`src/rtl/bus_to_sample_pkg.sv`:
```
// Shared types, sizes and byte-select helper for the 64-bit word to byte-stream unpacker.
package bus_to_sample_pkg;

  typedef enum logic {IDLE, SHIFT} state_e;

  localparam int unsigned BYTES_PER_WORD = 8;
  localparam int unsigned BYTE_W         = 8;
  localparam int unsigned WORD_W         = 64;

  // Byte k of a word lives at word[8k+7:8k].
  function automatic logic [BYTE_W-1:0] byte_sel(input logic [WORD_W-1:0] word,
                                                 input logic [2:0]        idx);
    return word[{idx, 3'b000} +: BYTE_W];
  endfunction

endpackage

```
`src/rtl/bus_to_sample_if.sv`:
```
// Valid/ready word handshake between an upstream source and bus_to_sample.
interface bus_to_sample_if;

  logic [bus_to_sample_pkg::WORD_W-1:0] in_word;
  logic                                 in_valid;
  logic                                 in_ready;

  modport master (output in_word, output in_valid, input in_ready);
  modport slave  (input in_word, input in_valid, output in_ready);

endinterface

```
`src/rtl/sample_tick_gen.sv`:
```
// Free-running divider: tick is high for one cycle every SAMPLE_DIV+1 fastclk cycles.
module sample_tick_gen #(
  parameter int unsigned SAMPLE_DIV = 6667,
  parameter int unsigned DIV_W      = 16
) (
  input  logic fastclk,
  input  logic reset,
  output logic tick
);

  logic [DIV_W-1:0] cnt_q;

  assign tick = (cnt_q == DIV_W'(SAMPLE_DIV));

  always_ff @(posedge fastclk or negedge reset) begin
    if (!reset) begin
      cnt_q <= '0;
    end else if (tick) begin
      cnt_q <= '0;
    end else begin
      cnt_q <= cnt_q + 1'b1;
    end
  end

endmodule

```
`src/rtl/bus_to_sample.sv`:
```
// Unpacks 64-bit words into one byte per sample tick on bit0..bit7 with a one-deep word buffer.
// Define MSB_FIRST_EN to present in_word[63:56] first instead of in_word[7:0].
module bus_to_sample
  import bus_to_sample_pkg::*;
#(
  parameter int unsigned SAMPLE_DIV = 6667,
  parameter int unsigned DIV_W      = 16
) (
  input  logic                 fastclk,
  input  logic                 reset,
  bus_to_sample_if.slave       bus,
  output logic                 bit0,
  output logic                 bit1,
  output logic                 bit2,
  output logic                 bit3,
  output logic                 bit4,
  output logic                 bit5,
  output logic                 bit6,
  output logic                 bit7,
  output logic                 sample_strobe,
  output logic                 word_done,
  output logic                 underrun
);

  // Maps presentation slot (0 = first byte out) to byte lane within the word.
  function automatic logic [2:0] lane(input logic [2:0] slot);
`ifdef MSB_FIRST_EN
    return 3'd7 - slot;
`else
    return slot;
`endif
  endfunction

  logic              tick;
  state_e            state_q;
  logic [2:0]        byte_idx_q;
  logic [2:0]        byte_idx_nxt;
  logic [WORD_W-1:0] pending_q;
  logic              pending_valid_q;
  logic [WORD_W-1:0] shift_q;
  logic [BYTE_W-1:0] out_q;
  logic              strobe_q;
  logic              done_q;
  logic              underrun_q;
  logic              accept;

  sample_tick_gen #(
    .SAMPLE_DIV (SAMPLE_DIV),
    .DIV_W      (DIV_W)
  ) u_tick (
    .fastclk (fastclk),
    .reset   (reset),
    .tick    (tick)
  );

  assign bus.in_ready = !pending_valid_q;
  assign accept       = bus.in_valid && !pending_valid_q;
  assign byte_idx_nxt = byte_idx_q + 3'd1;

  always_ff @(posedge fastclk or negedge reset) begin
    if (!reset) begin
      state_q         <= IDLE;
      byte_idx_q      <= '0;
      pending_q       <= '0;
      pending_valid_q <= 1'b0;
      shift_q         <= '0;
      out_q           <= '0;
      strobe_q        <= 1'b0;
      done_q          <= 1'b0;
      underrun_q      <= 1'b0;
    end else begin
      strobe_q   <= 1'b0;
      done_q     <= 1'b0;
      underrun_q <= 1'b0;
      // Accept and consume never coincide: consuming needs pending_valid_q, accept needs it clear.
      if (accept) begin
        pending_q       <= bus.in_word;
        pending_valid_q <= 1'b1;
      end
      if (tick) begin
        if (state_q == SHIFT && byte_idx_q != 3'd7) begin
          byte_idx_q <= byte_idx_nxt;
          out_q      <= byte_sel(shift_q, lane(byte_idx_nxt));
          strobe_q   <= 1'b1;
          done_q     <= (byte_idx_nxt == 3'd7);
        end else if (pending_valid_q) begin
          shift_q         <= pending_q;
          pending_valid_q <= 1'b0;
          byte_idx_q      <= '0;
          out_q           <= byte_sel(pending_q, lane(3'd0));
          strobe_q        <= 1'b1;
          state_q         <= SHIFT;
        end else begin
          state_q    <= IDLE;
          underrun_q <= 1'b1;
        end
      end
    end
  end

  assign {bit7, bit6, bit5, bit4, bit3, bit2, bit1, bit0} = out_q;
  assign sample_strobe = strobe_q;
  assign word_done     = done_q;
  assign underrun      = underrun_q;

endmodule

```
`src/flat_wrapper.sv`:
```
// flat-port wrapper written by rule: the top's interface ports become plain ports
module bus_to_sample_flat import bus_to_sample_pkg::*;
#(
  parameter int unsigned SAMPLE_DIV = 6667,
  parameter int unsigned DIV_W      = 16
)
  (fastclk, reset, bit0, bit1, bit2, bit3, bit4, bit5, bit6, bit7, sample_strobe, word_done, underrun, bus_in_word, bus_in_valid, bus_in_ready);
  bus_to_sample_if bus_i ();
  input  logic fastclk;
  input  logic reset;
  output logic bit0;
  output logic bit1;
  output logic bit2;
  output logic bit3;
  output logic bit4;
  output logic bit5;
  output logic bit6;
  output logic bit7;
  output logic sample_strobe;
  output logic word_done;
  output logic underrun;
  input wire logic [$bits(bus_i.in_word)-1:0] bus_in_word;
  input wire logic [$bits(bus_i.in_valid)-1:0] bus_in_valid;
  output wire logic [$bits(bus_i.in_ready)-1:0] bus_in_ready;
  assign bus_i.in_word = bus_in_word;
  assign bus_i.in_valid = bus_in_valid;
  assign bus_in_ready = bus_i.in_ready;
  bus_to_sample #(.SAMPLE_DIV(SAMPLE_DIV), .DIV_W(DIV_W)) u_core (.fastclk(fastclk), .reset(reset), .bus(bus_i), .bit0(bit0), .bit1(bit1), .bit2(bit2), .bit3(bit3), .bit4(bit4), .bit5(bit5), .bit6(bit6), .bit7(bit7), .sample_strobe(sample_strobe), .word_done(word_done), .underrun(underrun));
endmodule
```
`config.mk`:
```
export PLATFORM = sky130hd
export DESIGN_NAME = bus_to_sample_flat
export DESIGN_NICKNAME = d
export VERILOG_FILES = /design/src/rtl/bus_to_sample_pkg.sv /design/src/rtl/bus_to_sample_if.sv /design/src/rtl/sample_tick_gen.sv /design/src/rtl/bus_to_sample.sv /design/src/flat_wrapper.sv
export SDC_FILE = /design/constraint.sdc
export NUM_CORES = 1
export LEC_CHECK = 0
export CAP_MARGIN = 20
export CELL_PAD_IN_SITES_DETAIL_PLACEMENT = 1
export CELL_PAD_IN_SITES_GLOBAL_PLACEMENT = 1
export CORE_MARGIN = 4
export CORE_UTILIZATION = 25
export CTS_CLUSTER_DIAMETER = 50
export DETAILED_ROUTE_END_ITERATION = 10
export PLACE_DENSITY_LB_ADDON = 0.1
export SETUP_SLACK_MARGIN = 0.05
export SYNTH_ARGS = -nofsm -noshare
export SYNTH_HDL_FRONTEND = slang
export SYNTH_SLANG_ARGS = --single-unit
```
`constraint.sdc`:
```
create_clock -name fastclk -period 4 [get_ports fastclk]
set_input_delay 0.4 -clock fastclk [delete_from_list [all_inputs] [get_ports fastclk]]
set_output_delay 0.4 -clock fastclk [all_outputs]
set_load 0.05 [all_outputs]
```
==> impl_metrics.ini <==
[synth]
ys_top_cells_by_count = dfrtp_1 (160), mux2_2 (87), mux2_4 (40), mux4_2 (16), clkbuf_1 (15)
ys_types = 37
synth_cells = 432
synth_edf_count = 0
ys.flop_type = dfrtp_1
synthesis.area_sq_mm = 0.00686
yosys.area.top_type = dfrtp_1
async_flop_share = 1.00
ys_ff_latch = 160
yosys_warnings = 0
synth_area_per_cell_sq_um = 15.9
yosys-top-cells-area = dfrtp_1 (58%), mux2_2 (14%), mux2_4 (8.8%)
synth_top_area_share = 0.584
seq_area_frac_synth = 0.584
synth_most_common_cell = dfrtp_1
synth_nets = 503

[place]
placedCellCount = 837
dp_slack_ns = 1.10
gp_congestion = 0.715
io_buffer_count = 78
place_area_sq_mm = 0.00797
hpwl_microns = 11700

[timing]
max_freq_mhz = 343
setup_viol = 0
slew_headroom = 0.414
skew_ns = 0.00841
setup_slack_ns = 1.09
hold_viol = 0
rsz0062_at_grt = no
period_minus_slack_ns = 2.91
fin_crit_sh = 0.728
tns_ns = 0
drv_slew = 0
tightestPinTransition_ns = 0.879

[hold_path]
hp-class = primary input to asynchronous set/reset pin

[drt]
post-route-drc-count = 0
wl_microns = 16800
wl_per_cell_microns = 19.3
drtAntennaViolNets = 0
drt_first_pass_iters = 4
num_vias = 3830
first_iter_violations = 116
via_per_inst = 4.41

[power_and_ir_drop]
power_frac_comb = 0.052
clock_power_share = 0.447
share_seq_of_total_power = 0.501
power.leakage_nw = 3.75
powerDensity_mw_per_mm2 = 409
swShare = 0.222
power.internal_mw = 2.72
p_sw_uw = 775
ir_drop_mv = 0.169

[critical_path]
cp_max_fo = 32
critPathCaptureType = flop
crit_required_ns = 4.31
crit_path_start_kind = flop
critPathArrivalTime_ns = 3.22
path_class = flop to flop

[clocking]
clock_latency_ns = 0.42
htree_num_levels = 4
cts.sinks = 160
post_cts_resized = 0
numCtsBuffers = 17
clk_pin_slew_ns = 0.06
cts.path.max_buffers = 2
cts.hold.buffers_added = 0
cts_tree = yes
cts_setup_buffers = 0
cts_root_buffer = clkbuf_16

[floorplanning]
die-height_microns = 174
start_util = 0.254
core_sq_mm = 0.0270
ioPinCount = 79
rows = 60
design.die.area_sq_mm = 0.0301
die_w_microns = 174

[global_route]
grt_max_degree = 88
grt-ovfl-total = 0
antenna_found_initial = 0
track_usage = 0.118
grt_pass1_wl_microns = 27300
grt_pass1_vias = 4360

[cells_and_area]
n_antenna_cell = 0
finish.instance_area_sq_mm = 0.00853
multi_input_area_sq_mm = 0.00267
fin_util = 0.316
drive_gt1_frac = 0.353
area_growth_pct = 24.4
seq_area_sq_mm = 0.00400
final-instance-count-excl-fill = 868
nets = 586
num-fill-cells = 2748

[run_status]
status = finished clean

[flow_run]
drv_cap = 0
routing by layer:
metal | share of wire | track usage
met5 | 0 | 0
met1 | 0.48 | 0.162
met2 | 0.47 | 0.184
met3 | 0.030 | 0.0277
met4 | 0.015 | 0.0379
final timing paths:
check | start | endpoint | slack [ns] | depth (start not counted)
setup reg to reg | u_core.byte_idx_q[1] | u_core.shift_q[48] | 1.09 | 7
hold reg to reg | u_core.shift_q[42] | u_core.shift_q[42] | 0.49 | 1
max in group asynchronous | reset | u_core.pending_q[15] | 2.93 | 2
min in group fastclk | u_core.shift_q[42] | u_core.shift_q[42] | 0.49 | 1
hold / removal | reset | u_core.pending_q[48] | 0.04 | 1
setup / recovery | u_core.byte_idx_q[1] | u_core.shift_q[48] | 1.09 | 7
final cells by class:
type | count | area share
Clock buffer | 23 | 0.0561
Clock inverter | 8 | 0.00954
Timing Repair Buffer | 88 | 0.101
Sequential cell | 160 | 0.470
Multi-Input combinational cell | 244 | 0.313
Tap cell | 341 | 0.0500
Inverter | 4 | 0.00176
flip-flops by register name (all words and copies together) (netlist names):
register,count
u_core.pending_q,64
u_core.shift_q,64
u_core.u_tick.cnt_q,16
u_core.out_q,8
u_core.byte_idx_q,3
u_core.pending_valid_q,1
u_core.sample_strobe,1
u_core.state_q,1
u_core.underrun,1
u_core.word_done,1
cells in the final DEF, fill, tap and decap left out, drive strengths merged, types with 3 or more instances in the layout:
cell,count
buf,11
clkbuf,23
mux4,16
xnor2,9
clkinvlp,5
dfrtp,160
ha,4
a2bb2oi,8
nand2,11
mux2,136
o22ai,9
clkdlybuf4s50,77
nor2b,4
nor3,5
nor2,13
nand3,7
inv,5
nand4,3
xor2,4
power groups by stage:
stage                     logic (mW)  clock network, mW  registers, mW
after floorplan               0.0735                  0           1.75
after global placement         0.182                  0           1.78
after detailed placement       0.186                  0           1.78
after CTS                      0.188               1.62           1.75
after global routing           0.203               1.69           1.76
final                          0.181               1.56           1.75
logic make-up after synthesis:
kind of cell,share of synthesized area
mux,0.299
compound gates,0.0228
simple gates,0.0416
fa+ha+maj,0.00730
flops,0.584
buf+inv,0.0285
xor+xnor,0.0166
critical path: stages (launching register included):
cell,delay [ns]
dfrtp_1,0.38
ha_1,0.17
ha_1,0.18
nand2b_1,0.43
nand2_1,0.44
nor3_4,0.25
buf_4,0.52
mux2_2,0.40
stage by stage:
stage / total power [mW] / hold WS, ns
floorplan: 1.82 / 0.104
global placement: 1.96 / 0.474
detailed placement: 1.97 / 0.490
CTS: 3.56 / 0.0910
global route: 3.65 / 0.0978
finish: 3.49 / 0.0405
Power figures use the tool's default switching activity.
